[src/rtl/hazard_detection_unit.sv]
// Pipeline hazard control: load-use bubbles, taken-branch flushes and data-memory
// wait freezes, with a sticky memory-timeout flag and a stalled-cycle counter.
module hazard_detection_unit #(
  parameter int MEM_TIMEOUT = 200
) (
  input  logic        i_clk,
  input  logic        i_rst,
  input  logic [4:0]  i_rs1_IFID_addr,
  input  logic [4:0]  i_rs2_IFID_addr,
  input  logic [6:0]  i_opcode_IFID,
  input  logic [4:0]  i_rd_waddr_IDEX,
  input  logic        i_clu_MemRead_IDEX,
  input  logic        i_branch_taken_EX,
  input  logic        i_dmem_busy,
  output logic        o_stall_PC,
  output logic        o_stall_IFID,
  output logic        o_flush_IFID,
  output logic        o_flush_IDEX,
  output logic        o_freeze,
  output logic        o_mem_timeout,
  output logic [31:0] o_stall_count,
  output logic [1:0]  o_dbg_state
);

  typedef enum logic [1:0] {
    RUN      = 2'd0,
    LU_STALL = 2'd1,
    MEM_WAIT = 2'd2
  } state_t;

  localparam logic [6:0] OP_LUI    = 7'b0110111;
  localparam logic [6:0] OP_AUIPC  = 7'b0010111;
  localparam logic [6:0] OP_JAL    = 7'b1101111;
  localparam logic [6:0] OP_RTYPE  = 7'b0110011;
  localparam logic [6:0] OP_STORE  = 7'b0100011;
  localparam logic [6:0] OP_BRANCH = 7'b1100011;
  localparam logic [7:0] TIMEOUT_VAL = 8'(MEM_TIMEOUT);

  state_t      state, state_next;
  logic [7:0]  wait_cnt, wait_next;
  logic        rs1_used, rs2_used, is_store;
  logic        rs1_match, rs2_match, load_use;

  assign o_dbg_state = state;

  // Store data (rs2) fed by a load is covered by MEM-to-MEM forwarding, so it never stalls.
  assign rs1_used  = !(i_opcode_IFID == OP_LUI || i_opcode_IFID == OP_AUIPC ||
                       i_opcode_IFID == OP_JAL);
  assign rs2_used  = (i_opcode_IFID == OP_RTYPE || i_opcode_IFID == OP_STORE ||
                      i_opcode_IFID == OP_BRANCH);
  assign is_store  = (i_opcode_IFID == OP_STORE);
  assign rs1_match = rs1_used && (i_rs1_IFID_addr == i_rd_waddr_IDEX);
  assign rs2_match = rs2_used && !is_store && (i_rs2_IFID_addr == i_rd_waddr_IDEX);
  assign load_use  = i_clu_MemRead_IDEX && (i_rd_waddr_IDEX != 5'd0) &&
                     (rs1_match || rs2_match) && (state != LU_STALL);

  always_comb begin
    o_stall_PC   = 1'b0;
    o_stall_IFID = 1'b0;
    o_flush_IFID = 1'b0;
    o_flush_IDEX = 1'b0;
    o_freeze     = 1'b0;
    state_next   = RUN;
    if (i_rst) begin
      state_next = RUN;
    end else if (i_dmem_busy) begin
      o_freeze     = 1'b1;
      o_stall_PC   = 1'b1;
      o_stall_IFID = 1'b1;
      state_next   = MEM_WAIT;
    end else if (i_branch_taken_EX) begin
      o_flush_IFID = 1'b1;
      o_flush_IDEX = 1'b1;
      state_next   = RUN;
    end else if (load_use) begin
      o_stall_PC   = 1'b1;
      o_stall_IFID = 1'b1;
      o_flush_IDEX = 1'b1;
      state_next   = LU_STALL;
    end
  end

  assign wait_next = (wait_cnt == 8'hFF) ? wait_cnt : wait_cnt + 8'd1;

  always_ff @(posedge i_clk) begin
    if (i_rst) begin
      state         <= RUN;
      wait_cnt      <= 8'd0;
      o_mem_timeout <= 1'b0;
      o_stall_count <= 32'd0;
    end else begin
      state <= state_next;
      if (i_dmem_busy) begin
        wait_cnt <= wait_next;
        if (wait_next == TIMEOUT_VAL) o_mem_timeout <= 1'b1;
      end else begin
        wait_cnt <= 8'd0;
      end
      if (o_stall_PC && (o_stall_count != 32'hFFFF_FFFF))
        o_stall_count <= o_stall_count + 32'd1;
    end
  end

endmodule

[config.mk]
export PLATFORM = sky130hd
export DESIGN_NAME = hazard_detection_unit
export DESIGN_NICKNAME = d
export VERILOG_FILES = /design/src/rtl/hazard_detection_unit.sv
export SDC_FILE = /design/constraint.sdc
export NUM_CORES = 1
export LEC_CHECK = 0
export ABC_CLOCK_PERIOD_IN_PS = 3600
export BUFFER_PORTS_ARGS = -buffer_cell sky130_fd_sc_hd__buf_4
export CORE_MARGIN = 2
export CORE_UTILIZATION = 56
export DETAILED_ROUTE_END_ITERATION = 10
export GPL_ROUTABILITY_DRIVEN = 0
export PLACE_DENSITY = 0.87
export SKIP_LAST_GASP = 1
export SLEW_MARGIN = 0
export SYNTH_ARGS = -nofsm -noshare
export SYNTH_HDL_FRONTEND = slang
export SYNTH_SLANG_ARGS = --single-unit
[constraint.sdc]
create_clock -name i_clk -period 3.6 [get_ports i_clk]
set_input_delay 0.72 -clock i_clk [delete_from_list [all_inputs] [get_ports i_clk]]
set_output_delay 0.72 -clock i_clk [all_outputs]
set_load 0.02 [all_outputs]
Word-level counts from Yosys, hierarchy flattened

Index checks and enable logic that the tools add are counted.

Flip-flop bits (word level): 43

Bitwise logic cells: 1
$add $sub $neg: 2
Equality and inequality tests: 12
Muxes and demuxes: 16
Reductions and logical operators: 18

Operators with widths:

| cell                    | number |
|---|---|
| $add A32 B1 Y32 const B | 1 |
| $ne A32 B32 Y1 const B  | 1 |
| $eq A7 B6 Y1 const B    | 3 |
| $eq A8 B8 Y1 const B    | 2 |
| $eq A7 B7 Y1 const B    | 2 |
| $mux W1                 | 14 |
| $eq A5 B5 Y1            | 2 |
| $add A8 B1 Y8 const B   | 1 |
| $mux W8                 | 1 |
| $eq A7 B5 Y1 const B    | 1 |
| $logic_and A1 B1 Y1     | 7 |
| $logic_or A1 B1 Y1      | 5 |
| $reduce_bool A5 Y1      | 1 |
| $reduce_or A3 Y1        | 1 |
| $logic_not A1 Y1        | 2 |
| $mux W2                 | 1 |
| $ne A2 B1 Y1 const B    | 1 |
| $reduce_and A2 Y1       | 1 |
| $reduce_or A2 Y1        | 1 |
| $not A1 Y1              | 1 |

Depth between registers and ports, before layout

Gate-level depths: netlist of the first run.

Word-level depth: 13
Depth in mapped cells: 10

Least setup slack after synthesis of the first run

Ideal clock, no wire load.

Kind: input -> output
From: input i_rd_waddr_IDEX[0]
To: output o_stall_PC
Cell stages on the path: 8
Setup slack: 561 ps
Data required time: 2880 ps
Arrival: 2319 ps
Buffers on the path: 3
Cell sequence: or4_1 o221ai_1 or3_1 o21a_1 buf_2 buf_2 inv_1 buf_4

Longest elaborated chain between the ends: 9
Elaborated cells between the ends (all ways): 13
Classes of those cells: eq/ne: 2; mux: 4; reduce/logical: 7

Ends and longest elaborated chain:

| what                                   | RTL line | source |
|---|---|---|
| start, declared                        | 11       | `input logic [4:0] i_rd_waddr_IDEX,` |
| $eq A5 B5 Y1 (on tied branches)        | 52, 53   |  |
| $logic_and A1 B1 Y1 (on tied branches) | 52, 53   |  |
| $logic_or A1 B1 Y1                     | 55       | `(rs1_match \|\| rs2_match) && (state != LU_STALL);` |
| $logic_and A1 B1 Y1 (*)                | 54       | `assign load_use = i_clu_MemRead_IDEX && (i_rd_waddr_IDEX != 5'd0) &&` |
| $logic_and A1 B1 Y1 (*)                | 55       |  |
| $mux W1 (*) (4 in series)              | -        |  |
| end, declared                          | 15       | `output logic o_stall_PC,` |

Mark *: on every way between the ends. The rest lies on a longest branch, timed or not.

Worst setup path after layout of the first run

From: input i_rd_waddr_IDEX[0]
To: output o_stall_IFID

Longest elaborated chain between the ends: 9
Elaborated cells between the ends (all ways): 13
Classes of those cells: eq/ne: 2; mux: 4; reduce/logical: 7

Ends and longest elaborated chain:

| what                                   | RTL line | source |
|---|---|---|
| $eq A5 B5 Y1 (on tied branches)        | 52, 53   |  |
| $logic_and A1 B1 Y1 (on tied branches) | 52, 53   |  |
| $logic_or A1 B1 Y1                     | 55       |  |
| $logic_and A1 B1 Y1 (*)                | 54       |  |
| $logic_and A1 B1 Y1 (*)                | 55       |  |
| $mux W1 (*)                            | 75       | `end else if (load_use) begin` |
| $mux W1 (*)                            | 71       | `end else if (i_branch_taken_EX) begin` |
| $mux W1 (*)                            | 66       | `end else if (i_dmem_busy) begin` |
| $mux W1 (*)                            | 64       | `if (i_rst) begin` |
| end, declared                          | 16       | `output logic o_stall_IFID,` |

Marked as above.

==> results.cfg, run 1 <==
[status]
status = finished, final reports clean

[floorplanning]
core_um2 = 4290
die_w_um = 70.1
die_area_um2 = 4920
pin_count = 67
initial_utilization = 0.570
die_h_um = 70.1
std_cell_rows = 24

[yosys]
synth_top_area_share = 0.352
synth_area_leaders = dfxtp_1 35%, or4_1 4.3%, nor2_1 4.0%
syn-num-nets = 324
ys_seq_area_frac = 0.352
syn_area_um2 = 2450
synth_cells = 295
postSynth.asyncResetShare = 0
yosys_warnings = 0
yosysTopAreaCell = dfxtp_1
synth_flop_cell = dfxtp_1
synth_edf_count = 0
ys_types = 50
yosys_register_bits = 43
syn_avg_cell_area_um2 = 8.30

[finish]
seq_area_um2 = 861
nets = 381
instances_no_fill = 405
fin_area_um2 = 3060
diodes = 0
area_growth_pct = 24.9
final_layout_size_suffix_gt1_frac = 0.261
multi_input_area_um2 = 1460
fillers = 335

[clock_tree]
ctsHoldBuffers = 0
cts_resized = 0
path_clk_slew_ps = 80
cts_buffers = 5
clockBufferDepth = 2
clkLatencyLatePin_ps = 300
cts_tree = done
cts_root_buf = clkbuf_8
clock-sinks = 43
cts_setup_buffers = 0
htreeDepth = 2

[timing]
fin_setup_tns_ps = 0
rsz0062_at_grt = no
min_period_ps = 2850
fin_worst_skew_ps = 6.25
relSlewSlack = 0.483
final.period_utilization = 0.791
hold_ws_ps = 484
setup_violations = 0
max_freq_mhz = 351
finalHoldViolations = 0
slew_viol_final = 0
max_slew.worst_pin.slew_ps = 773

[critical_path]
critPathBufInv = 3
worst-r2r-setup-slack_ps = 880
cp_common_cell = buf_4
path_max_fanout = 3
r2r-start = o_stall_count[14]
critPathCapture = o_stall_IFID
crit_family = simple AND/OR/NAND/NOR gates
slowest_stage = or4_1
critPathArrivalTime_ps = 2130
crit_type = in2out
cp_cell_sequence = buf_4, or4_1, o221ai_1, or3_1, o21a_1, inv_1, buf_4
required_ps = 2880
worstRegToRegCells = 8
crit_cells = 7
cp-startpoint = i_rd_waddr_IDEX[0]
critPathCaptureType = primary output
slowest_delay_ps = 500
r2r_end = o_stall_count[31]
critical_path.startpoint_type = input port

[grt]
gr-usage-met2 = 0.424
busiest_layer = met2
grt_pass1_wl_um = 10400
grt_max_degree = 37
antenna_found_initial = 0
grt_pass1_vias = 2329
grt_use_met3 = 0.0606
met1_usage = 0.325
overflow = 0
grt.total_usage = 0.257

[routing]
avgViaCountPerCell = 6.11
drt_iter0_drc = 183
wl_per_cell_um = 15.1
wl_um = 6130
first_pass_iters = 4
drtAntennaViolNets = 0
drc = 0
vias = 2475

[place]
port_buffers = 66
dp.final_hpwl_um = 4220
postPlaceCellArea_um2 = 2940
dp.cells = 397

[pwr]
ir_drop_uv = 219
leakage_uw = 0.00122
power_density_nw_per_um2 = 313

[hold_path]
hold_path_class = reg2reg

[flow_run]
maxCapViolCount = 0
==> layout make-up <==
class                      instances  area share
sequential                        43       0.281
timing repair buffer              69       0.169
inverter                           9      0.0110
clock buffer                       6      0.0270
clock inverter                     2      0.0115
multi-input combinational        224       0.479
tap                               52      0.0213
==> worst reg2reg max path, delay by kind of cell, from the launching register on <==
kind,cells,cell delay (ps)
buffers and inverters,1,340
AOI/OAI and AO/OA,2,210
and+or+nand+nor,5,1640
DFF,1,470
==> logic make-up after synthesis <==
group	Yosys count	share of synthesized area
simple gates	142	0.337
compound gates	58	0.157
flops	43	0.352
buf+inv	28	0.0531
xor+xnor	13	0.0465
mux	9	0.0439
fa+ha+maj	2	0.0102
==> cells in the mapped netlist, types with 2 or more instances <==
| master | n |
|---|---|
| dfxtp_1 | 43 |
| nor2_1 | 26 |
| nand3_1 | 18 |
| a21oi_1 | 17 |
| nand2_1 | 16 |
| nand4_1 | 15 |
| or4_1 | 14 |
| o21ai_0 | 11 |
| or3_1 | 11 |
| nor4_1 | 10 |
| inv_1 | 9 |
| buf_2 | 8 |
| clkbuf_1 | 8 |
| xor2_1 | 8 |
| nor2b_1 | 7 |
| nor3_1 | 6 |
| o31ai_1 | 6 |
| o21a_1 | 5 |
| o311ai_0 | 5 |
| xnor2_1 | 5 |
| mux2_2 | 4 |
| o31a_1 | 4 |
| and3_1 | 3 |
| nor3b_1 | 3 |
| and2_1 | 2 |
| buf_4 | 2 |
| ha_1 | 2 |
| mux2_1 | 2 |
| mux2_4 | 2 |
| nor3_2 | 2 |
| o41ai_1 | 2 |
==> metal layers <==
metal,part of all wire,vias to the layer above
met5,0,-
met4,0.012,0
met3,0.043,9
met2,0.52,77
met1,0.43,1158
li1,-,1231
==> sequential cells by signal, indices dropped and copies added, names as in the netlist <==
| name | count |
|---|---|
| o_stall_count | 32 |
| wait_cnt | 8 |
| o_dbg_state | 2 |
| o_mem_timeout | 1 |
==> layout by cell type (no fill, tap or decap), types with 3 or more instances in the layout <==
master     n
xor2_1     8
o21a_1     5
nand4_1   15
clkbuf_8   6
o21ai_0   11
o31ai_1    6
nand3_1   18
inv_1      9
o311ai_0   5
nor3b_1    3
xnor2_1    5
nor3_1     6
or3_1     11
nand2_1   16
or4_1     14
nor2_1    26
a21oi_1   17
nor2b_1    7
nor4_1    10
and3_1     3
mux2_2     4
o31a_1     4
dfxtp_1   43
buf_4     69
==> where the power goes <==
part	switching (uW)	internal [uW]	total (uW)
Clock	166	225	391
Sequential	2.92	478	481
Combinational	45.6	39.5	85.1
==> worst min-delay path by stage <==
stage	startpoint	to	slack, ps	cells past startpoint
global placement	o_mem_timeout	o_mem_timeout	470	1
CTS	o_mem_timeout	o_mem_timeout	490	1
finish	o_mem_timeout	o_mem_timeout	480	1
global route	wait_cnt[6]	wait_cnt[6]	520	2
floorplan	wait_cnt[6]	wait_cnt[6]	460	2
detailed placement	o_mem_timeout	o_mem_timeout	470	1
==> per-stage QoR <==
| stage | power, uW | util | setup slack, ps |
|---|---|---|---|
| finish | 957 | 0.712 | 753 |
| global route | 990 | 0.712 | 580 |
| CTS | 962 | 0.712 | 741 |
| detailed placement | 577 | 0.685 | 739 |
| floorplan | 537 | - | 561 |
| global placement | 575 | 0.685 | 760 |
Power figures use the tool's default switching activity.
==> run 2, diff against run 1 <==
ABC_CLOCK_PERIOD_IN_PS = 2900   (was 3600)
CORE_UTILIZATION = 52   (was 56)
PLACE_DENSITY = 0.81   (was 0.87)
clock period = 2.9 ns   (was 3.6 ns; I/O delays follow)
==> run 2 against run 1 <==
Clock-buffer cell count is 2 higher; clock skew grew 7.9 ps; routed wire length down 3.0%; critical path depth is the same; sequential power rose by 24%; first-iteration DRC count fell by 32%; combinational power up 29%; design area up 1.2%; worst hold slack got worse by 6.2 ps; largest cell class unchanged.
==> results.cfg, run 2 (same netlist as run 1, synthesis figures left out) <==
[grt]
grt_max_degree = 56
grt.total_usage = 0.232
antenna_found_initial = 0
grt_pass1_vias = 2326
grt_pass1_wl_um = 9960
overflow = 0

[clock_tree]
ctsHoldBuffers = 0
path_clk_slew_ps = 70
htreeDepth = 2
cts_setup_buffers = 0
clock-sinks = 43
clockBufferDepth = 2
cts_root_buf = clkbuf_8
cts_buffers = 5
cts_resized = 0
clkLatencyLatePin_ps = 300
cts_tree = done

[critical_path]
crit_type = in2out
path_max_fanout = 3
worstRegToRegCells = 7
critPathCaptureType = primary output
critical_path.startpoint_type = input port
critPathArrivalTime_ps = 2070
required_ps = 2320

[routing]
avgViaCountPerCell = 5.98
wl_per_cell_um = 14.5
drc = 0
wl_um = 5950
first_pass_iters = 4
drt_iter0_drc = 124
drtAntennaViolNets = 0
vias = 2444

[timing]
finalHoldViolations = 0
min_period_ps = 2650
setup_violations = 0
max_slew.worst_pin.slew_ps = 524
fin_setup_tns_ps = 0
rsz0062_at_grt = no
max_freq_mhz = 377
fin_worst_skew_ps = 14.2
slew_viol_final = 0
relSlewSlack = 0.650
final.period_utilization = 0.914

[floorplanning]
core_um2 = 4440
pin_count = 67
die_w_um = 72.6
die_area_um2 = 5270
die_h_um = 72.6
initial_utilization = 0.551
std_cell_rows = 24

[pwr]
leakage_uw = 0.00124
clkPwrFrac = 0.375
intPower_uw = 863
ir_drop_uv = 268
switchingPower_uw = 268
p_sw_frac = 0.237
power_density_nw_per_um2 = 365
comb_power_share = 0.097
power_frac_seq = 0.528

[place]
dp.final_hpwl_um = 4340
postPlaceCellArea_um2 = 3000
port_buffers = 66

[finish]
fillers = 377
mostFrequentLayoutCell = buf_4
layout_common_cells = 71 x buf_4, 43 x dfxtp_1, 26 x nor2_1
diodes = 0
nets = 385
largest_register = o_stall_count
area_growth_pct = 26.5
largest_register_ffs = 32
fin_area_um2 = 3100
final_layout_size_suffix_gt1_frac = 0.266

[status]
status = finished, final reports clean

[hold_path]
hold_depth = 1
hold_path_class = reg2reg

[flow_run]
maxCapViolCount = 0
[run 2: changes by cell type in the layout (fill, tap and decap cells not counted)]
cell and change:
bufinv_16 -1, buf_12 +2, clkbuf_1 +1, buf_4 +2, clkinv_2 -1, clkbuf_8 +1
[run 2: worst max-delay path, cell delays in order]
cell	delay (ps)
buf_4	130
or4_1	530
o221ai_1	230
or3_1	150
o21a_1	180
inv_1	100
buf_4	170
[run 2: per-layer routing]
layer  vias up  part of all wire  global-route usage
met3         7             0.041              0.0373
met4         0            0.0099              0.0782
met2        50              0.51               0.413
li1       1227                 -                   -
met5         -                 0                   0
met1      1160              0.44               0.283
[run 2: power by group through the flow]
| stage | clock (uW) | sequential, uW | combinational (uW) |
|---|---|---|---|
| after floorplan | 0 | 613 | 53.6 |
| after global placement | 0 | 611 | 107 |
| after detailed placement | 0 | 611 | 110 |
| after CTS | 426 | 597 | 110 |
| after global routing | 448 | 598 | 120 |
| final | 424 | 597 | 110 |
[run 2: worst paths after layout]
| check | slack (ps) | from | end |
|---|---|---|---|
| worst max-delay path | 250 | i_rd_waddr_IDEX[0] | o_stall_PC |
| worst min-delay path | 480 | o_mem_timeout | o_mem_timeout |
| worst max register to register | 450 | o_stall_count[14] | o_stall_count[16] |
| worst min register to register | 480 | o_mem_timeout | o_mem_timeout |
[run 2: layout make-up]
cell class                      count  area (um2)  share of cell area
Tap cell                           52        65.1              0.0210
Inverter                            9        33.8              0.0109
Sequential cell                    43         861               0.278
Timing Repair Buffer               73         573               0.185
Multi-Input combinational cell    224        1460               0.473
Clock buffer                        8         100              0.0323
[run 2: stage by stage]
| stage | utilization | total power, uW | hold slack (ps) | worst slack (ps) | instances |
|---|---|---|---|---|---|
| final | 0.697 | 1130 | 478 | 250 | 409 |
| after global routing | 0.697 | 1170 | 470 | 184 | 409 |
| after CTS | 0.697 | 1130 | 474 | 230 | 409 |
| after detailed placement | 0.674 | 721 | 457 | 241 | 401 |
| after global placement | 0.674 | 718 | 453 | 289 | 401 |
| after floorplan | - | 667 | 464 | 141 | 295 |
